`src/rtl/adc_pkg.sv`:
```
// Shared definitions for the multi-channel ADC capture front end:
// sequencer state encodings, the averaging-factor limit and the
// accumulator width helper.
package adc_pkg;

  // Sequencer states
  localparam logic [1:0] ST_OFF  = 2'd0;
  localparam logic [1:0] ST_WAKE = 2'd1;
  localparam logic [1:0] ST_RUN  = 2'd2;

  // Largest supported log2 of the decimation factor
  localparam int AVG_LOG2_MAX = 6;

  // Accumulator width: holding 2**avg_log2 full-scale samples needs
  // avg_log2 extra bits above the converter width.
  function automatic int acc_width(input int data_w, input int avg_log2);
    return data_w + avg_log2;
  endfunction

endpackage

```
`src/rtl/adc_ch_avg.sv`:
```
// Per-channel boxcar averager: accumulates registered samples while the
// sequencer runs, produces the truncated mean on the wrap sample, and
// keeps the sticky out-of-range flag for its channel.
module adc_ch_avg
  import adc_pkg::*;
#(
  parameter int DATA_W   = 14,
  parameter int AVG_LOG2 = 0
) (
  input  logic              clk_i,
  input  logic              rst_ni,
  input  logic              run_i,       // sequencer in RUN and EN high
  input  logic              last_i,      // this sample closes the average
  input  logic              flag_clr_i,
  input  logic [DATA_W-1:0] d_i,
  input  logic              otr_i,
  output logic [DATA_W-1:0] result_o,
  output logic              ovr_o
);

  localparam int ACC_W = acc_width(DATA_W, AVG_LOG2);

  logic [ACC_W-1:0] acc_q;
  logic [ACC_W-1:0] acc_d;
  logic [ACC_W-1:0] sum_s;
  logic             ovr_q;
  logic             ovr_d;

  // Running sum including the current sample; cannot overflow ACC_W
  assign sum_s    = acc_q + ACC_W'(d_i);
  assign result_o = DATA_W'(sum_s >> AVG_LOG2);
  assign ovr_o    = ovr_q;

  // Accumulator next state: clear outside RUN, reload on wrap, else add
  always_comb begin
    acc_d = acc_q;
    if (!run_i) begin
      acc_d = {ACC_W{1'b0}};
    end else if (last_i) begin
      acc_d = {ACC_W{1'b0}};
    end else begin
      acc_d = sum_s;
    end
  end

  // Sticky overrange: a set in the same cycle as a clear wins
  always_comb begin
    ovr_d = ovr_q;
    if (run_i && otr_i) begin
      ovr_d = 1'b1;
    end else if (flag_clr_i) begin
      ovr_d = 1'b0;
    end else begin
      ovr_d = ovr_q;
    end
  end

  // Channel state registers
  always_ff @(posedge clk_i or negedge rst_ni) begin
    if (!rst_ni) begin
      acc_q <= {ACC_W{1'b0}};
      ovr_q <= 1'b0;
    end else begin
      acc_q <= acc_d;
      ovr_q <= ovr_d;
    end
  end

endmodule

```
`src/rtl/adc_capture_multi.sv`:
```
// Multi-channel ADC capture front end: power-up sequencer, input
// registers, shared decimation counter, per-channel averagers and a
// valid/ready output register with sticky overflow flag.
// Optional: define ADC_TWOS_COMP_EN to emit two's complement samples
// (MSB of each averaged channel inverted); otherwise offset-binary.
module adc_capture_multi
  import adc_pkg::*;
#(
  parameter int NUM_CH   = 2,
  parameter int DATA_W   = 14,
  parameter int AVG_LOG2 = 0,
  parameter int WAKE_CYC = 64
) (
  input  logic                     ADC_CLK,
  input  logic                     ADC_RST_N,
  output logic [NUM_CH-1:0]        ADC_CLK_OUT,
  input  logic [NUM_CH*DATA_W-1:0] ADC_D,
  input  logic [NUM_CH-1:0]        ADC_OTR,
  output logic [NUM_CH-1:0]        ADC_OE_N,
  output logic                     ADC_PWDN,
  input  logic                     EN,
  output logic [NUM_CH*DATA_W-1:0] SMP_DATA,
  output logic                     SMP_VALID,
  input  logic                     SMP_READY,
  output logic [NUM_CH-1:0]        OVR_STICKY,
  output logic                     OVF_STICKY,
  input  logic                     FLAG_CLR,
  output logic                     RUNNING
);

  localparam int DEC_W = (AVG_LOG2 > 0) ? AVG_LOG2 : 1;
  localparam logic [DEC_W-1:0] DEC_LAST = DEC_W'((1 << AVG_LOG2) - 1);
  localparam int WK_W = (WAKE_CYC > 1) ? $clog2(WAKE_CYC) : 1;
  localparam logic [WK_W-1:0] WK_LAST = WK_W'(WAKE_CYC - 1);
`ifdef ADC_TWOS_COMP_EN
  localparam logic [DATA_W-1:0] SIGN_FLIP = {1'b1, {(DATA_W-1){1'b0}}};
`else
  localparam logic [DATA_W-1:0] SIGN_FLIP = {DATA_W{1'b0}};
`endif

  logic [NUM_CH*DATA_W-1:0] d_q;
  logic [NUM_CH-1:0]        otr_q;
  logic [1:0]               state_q, state_d;
  logic [WK_W-1:0]          wk_q, wk_d;
  logic [DEC_W-1:0]         dec_q, dec_d;
  logic [NUM_CH*DATA_W-1:0] data_q, data_d;
  logic                     valid_q, valid_d;
  logic                     ovf_q, ovf_d;
  logic                     pwdn_q;
  logic [NUM_CH-1:0]        oe_n_q;
  logic                     running_q;
  logic                     run_s;
  logic                     wrap_s;
  logic                     hs_s;
  logic [NUM_CH*DATA_W-1:0] res_s;

  // Converter clocks are forwarded straight from the sample clock
  assign ADC_CLK_OUT = {NUM_CH{ADC_CLK}};

  assign run_s  = EN && (state_q == ST_RUN);
  assign wrap_s = run_s && (dec_q == DEC_LAST);
  assign hs_s   = valid_q && SMP_READY;

  assign ADC_PWDN   = pwdn_q;
  assign ADC_OE_N   = oe_n_q;
  assign RUNNING    = running_q;
  assign SMP_DATA   = data_q;
  assign SMP_VALID  = valid_q;
  assign OVF_STICKY = ovf_q;

  for (genvar ch = 0; ch < NUM_CH; ch++) begin : g_ch
    logic [DATA_W-1:0] avg_s;

    adc_ch_avg #(
      .DATA_W   (DATA_W),
      .AVG_LOG2 (AVG_LOG2)
    ) u_avg (
      .clk_i      (ADC_CLK),
      .rst_ni     (ADC_RST_N),
      .run_i      (run_s),
      .last_i     (wrap_s),
      .flag_clr_i (FLAG_CLR),
      .d_i        (d_q[ch*DATA_W +: DATA_W]),
      .otr_i      (otr_q[ch]),
      .result_o   (avg_s),
      .ovr_o      (OVR_STICKY[ch])
    );

    assign res_s[ch*DATA_W +: DATA_W] = avg_s ^ SIGN_FLIP;
  end

  // Sequencer: EN low forces OFF from any state; WAKE lasts WAKE_CYC cycles
  always_comb begin
    state_d = state_q;
    wk_d    = wk_q;
    if (!EN) begin
      state_d = ST_OFF;
      wk_d    = {WK_W{1'b0}};
    end else begin
      case (state_q)
        ST_OFF: begin
          state_d = ST_WAKE;
          wk_d    = {WK_W{1'b0}};
        end
        ST_WAKE: begin
          if (wk_q == WK_LAST) begin
            state_d = ST_RUN;
          end else begin
            wk_d = wk_q + WK_W'(1);
          end
        end
        ST_RUN: begin
          state_d = ST_RUN;
        end
        default: begin
          state_d = ST_OFF;
          wk_d    = {WK_W{1'b0}};
        end
      endcase
    end
  end

  // Decimation counter shared by all channels; restarts whenever RUN is left
  always_comb begin
    dec_d = dec_q;
    if (!run_s) begin
      dec_d = {DEC_W{1'b0}};
    end else if (wrap_s) begin
      dec_d = {DEC_W{1'b0}};
    end else begin
      dec_d = dec_q + DEC_W'(1);
    end
  end

  // Output register: load on free slot or same-cycle handshake, else drop
  always_comb begin
    data_d  = data_q;
    valid_d = valid_q;
    ovf_d   = ovf_q;
    if (wrap_s) begin
      if (!valid_q || hs_s) begin
        data_d  = res_s;
        valid_d = 1'b1;
      end else begin
        ovf_d = 1'b1;
      end
    end else if (hs_s) begin
      valid_d = 1'b0;
    end else begin
      valid_d = valid_q;
    end
    if (FLAG_CLR && !(wrap_s && valid_q && !hs_s)) begin
      ovf_d = 1'b0;
    end else begin
      ovf_d = ovf_d;
    end
  end

  // All state and pin registers; converters powered down out of reset
  always_ff @(posedge ADC_CLK or negedge ADC_RST_N) begin
    if (!ADC_RST_N) begin
      d_q       <= {(NUM_CH*DATA_W){1'b0}};
      otr_q     <= {NUM_CH{1'b0}};
      state_q   <= ST_OFF;
      wk_q      <= {WK_W{1'b0}};
      dec_q     <= {DEC_W{1'b0}};
      data_q    <= {(NUM_CH*DATA_W){1'b0}};
      valid_q   <= 1'b0;
      ovf_q     <= 1'b0;
      pwdn_q    <= 1'b1;
      oe_n_q    <= {NUM_CH{1'b1}};
      running_q <= 1'b0;
    end else begin
      d_q       <= ADC_D;
      otr_q     <= ADC_OTR;
      state_q   <= state_d;
      wk_q      <= wk_d;
      dec_q     <= dec_d;
      data_q    <= data_d;
      valid_q   <= valid_d;
      ovf_q     <= ovf_d;
      pwdn_q    <= (state_d == ST_OFF);
      oe_n_q    <= {NUM_CH{state_d == ST_OFF}};
      running_q <= (state_d == ST_RUN);
    end
  end

endmodule

```
`config.mk`:
```
export PLATFORM = sky130hd
export DESIGN_NAME = adc_capture_multi
export DESIGN_NICKNAME = d
export VERILOG_FILES = /design/src/rtl/adc_pkg.sv /design/src/rtl/adc_ch_avg.sv /design/src/rtl/adc_capture_multi.sv
export SDC_FILE = /design/constraint.sdc
export NUM_CORES = 1
export LEC_CHECK = 0
export BUFFER_PORTS_ARGS = -buffer_cell sky130_fd_sc_hd__buf_2
export CELL_PAD_IN_SITES_DETAIL_PLACEMENT = 1
export CELL_PAD_IN_SITES_GLOBAL_PLACEMENT = 1
export CORE_ASPECT_RATIO = 0.75
export CORE_MARGIN = 1.5
export CORE_UTILIZATION = 45
export CTS_CLUSTER_SIZE = 14
export DETAILED_ROUTE_END_ITERATION = 8
export MAX_ROUTING_LAYER = met4
export PLACE_DENSITY_LB_ADDON = 0.25
export SYNTH_ARGS = -nofsm -noshare
export SYNTH_HDL_FRONTEND = slang
export SYNTH_HIERARCHICAL = 1
export SYNTH_SLANG_ARGS = --single-unit
```
`constraint.sdc`:
```
create_clock -name ADC_CLK -period 2.7 [get_ports ADC_CLK]
set_input_delay 0.81 -clock ADC_CLK [delete_from_list [all_inputs] [get_ports ADC_CLK]]
set_output_delay 0.81 -clock ADC_CLK [all_outputs]
set_load 0.005 [all_outputs]
```
==> results_dict.tcl <==
set metrics [dict create \
    outcome "finished clean" \
    synth_fp_nets 454 \
    async_reset_ff_share_pct 100 \
    postSynthAreaPerCell_sq_um 12.2 \
    ant_nets 0 \
    design.core.area_sq_um 10300 \
    relSlewSlack_pct 63.0 \
    critPathMaxFanout 2 \
    cts_hold_buf 0 \
    critPathCaptureType "output port" \
    synth_warnings 6 \
    vias_per_cell 5.27 \
    final_common_cell "dfrtp_1" \
    syn_inst 390 \
    firstDrtPassIters 4 \
    critPathRequiredTime_ps 1890 \
    row_count 32 \
    antenna_found_initial 0 \
    fin_ws_ps 167 \
    post_dp_cell_area_sq_um 5240 \
    vias 3233 \
    worst_setup_path_start_kind "clock port" \
    gr-total-overflow 0 \
    clk_pin_slew_worst_paths_ps 60 \
    dp_slack_ps 412 \
    postCtsSetupBuffers 0 \
    synth_edf_count 0 \
    final_layout_size_suffix_gt1_share_pct 28.1 \
    first_iter_violations 125 \
    setup_viol 0 \
    synth.distinct_cells 50 \
    critical_path_class "clk2out" \
    grt_usage_pct 20.2 \
    start_util_pct 46.2 \
    drt_wl_total_mm 10.0 \
    cts_resized 0 \
    cp.arrival_ps 1720 \
    drc 0 \
    place_congestion 0.815 \
    grt_pass1_vias 3509 \
    tightest_slew_ps 555 \
    hpwl_mm 6.95 \
    final_cell_mix "dfrtp_1 (100), buf_2 (71), nand2_1 (30), ha_1 (27), a21oi_1 (24)" \
    clkLatencyLatePin_ps 450 \
    cts_tree "yes" \
    postLayoutCellArea_sq_um 5640 \
    die_h_um 92.0 \
    diodes 0 \
    clock_skew_ps 8.97 \
    die_area_sq_um 11200 \
    ys_seq_area_share_pct 53.2 \
    dr_wl_met2_mm 4.56 \
    peakVddDrop_uv 629 \
    port_buffers 72 \
    rsz0062_at_grt "no" \
    p_leak_nw 2.98 \
    drv_slew 0 \
    grt_pass1_wl_mm 16.9 \
    met1_length_mm 4.92 \
    synthToLayoutAreaGrowth_pct 18.7 \
    drv_cap 0 \
    wire_per_inst_um 16.3 \
    worstHoldPathType "in2async" \
    routed.top_layer "met4" \
    netlist_area_sq_um 4750 \
    nNetsFinal 536 \
    p_total_mw 3.33 \
    fp.dieW_um 122 \
    grt_max_degree 102 \
    hold_viol 0 \
    fin_setup_tns_ps 0 \
    synth-main-ff-cell "dfrtp_1" \
    synth_seq_cells 101 \
    wl_met3_um 403 \
    worst_hold_slack_ps 410 \
    ioPinCount 73 \
    p_per_area_nw_per_um2 591 \
]
-- path summary, 6_finish.rpt --
kind,start,slack (ps),end,cells past startpoint
worst max register to register,d_q[14],330,SMP_DATA[26],8
worst min-delay path,ADC_RST_N,410,SMP_DATA[8],2
worst min register to register,otr_q[1],470,g_ch[1].u_avg/ovr_o,2
max in group asynchronous,ADC_RST_N,1850,SMP_DATA[25],2
min in group ADC_CLK,ADC_D[3],460,d_q[3],1
worst max-delay path,ADC_CLK,170,ADC_CLK_OUT[1],3
-- report_power, final --
part	total, mW	switching (mW)	internal [mW]
Combinational	0.151	0.0929	0.0580
Sequential	1.55	0.0143	1.54
Clock	1.63	0.586	1.04
-- routing by layer --
layer  track usage (%)  up-vias
met5                 -        -
met4              6.86        0
met3              5.53       10
met2              30.2       59
met1              26.6     1643
li1                  -     1521
-- synth_stat cells (all sizes together), types with 3 or more instances --
library cell,instances,area (sq um)
dfrtp,100,2500
nand2,31,133
mux2,28,390
ha,27,338
a21oi,26,138
and2,22,138
o21ai,22,118
inv,19,71.3
xor2,14,123
xnor2,10,87.6
nand3,8,40.0
nor3,8,40.0
nand2b,7,43.8
nor2,7,26.3
a31oi,6,37.5
buf,6,70.1
mux2i,5,50.1
a211oi,3,32.5
and3,3,18.8
nand3b,3,22.5
-- per-stage QoR --
stage          utilization [%]  cells
6_report                  54.8    613
5_1_grt                   54.8    613
4_1_cts                   54.8    613
3_5_place_dp              51.0    593
3_3_place_gp              51.0    593
2_1_floorplan                -    390
-- cells by family after synthesis --
family / share of synthesized area [%]
adder cells (fa/ha/maj): 7.95
flip-flops: 53.2
buffers and inverters: 3.13
other: 0.0789
AO/OA/AOI/OAI: 10.6
XOR/XNOR: 4.42
AND/OR/NAND/NOR: 11.3
multiplexers: 9.27
-- state kept, by name, summed over array words and instances, names as in the netlist, 2 cells and up --
name              cells
SMP_DATA             28
d_q                  28
g_ch.u_avg/acc_q     28
wk_q                  6
g_ch.u_avg/ovr_o      2
otr_q                 2
state_q               2
-- final cells by class --
class                      instances  area [sq um]
fill                            1105          4650
tap                              136           170
clock inverter                     1          30.0
sequential                       101          2530
clock buffer                      21           378
multi-input combinational        262          2080
inverter                          19          71.3
timing repair buffer              73           388
-- critical path, stage by stage --
cell       delay [ps]
clkbuf_16         130
clkbuf_16         130
buf_2             120
No activity file was read; power rests on OpenSTA's default activity.
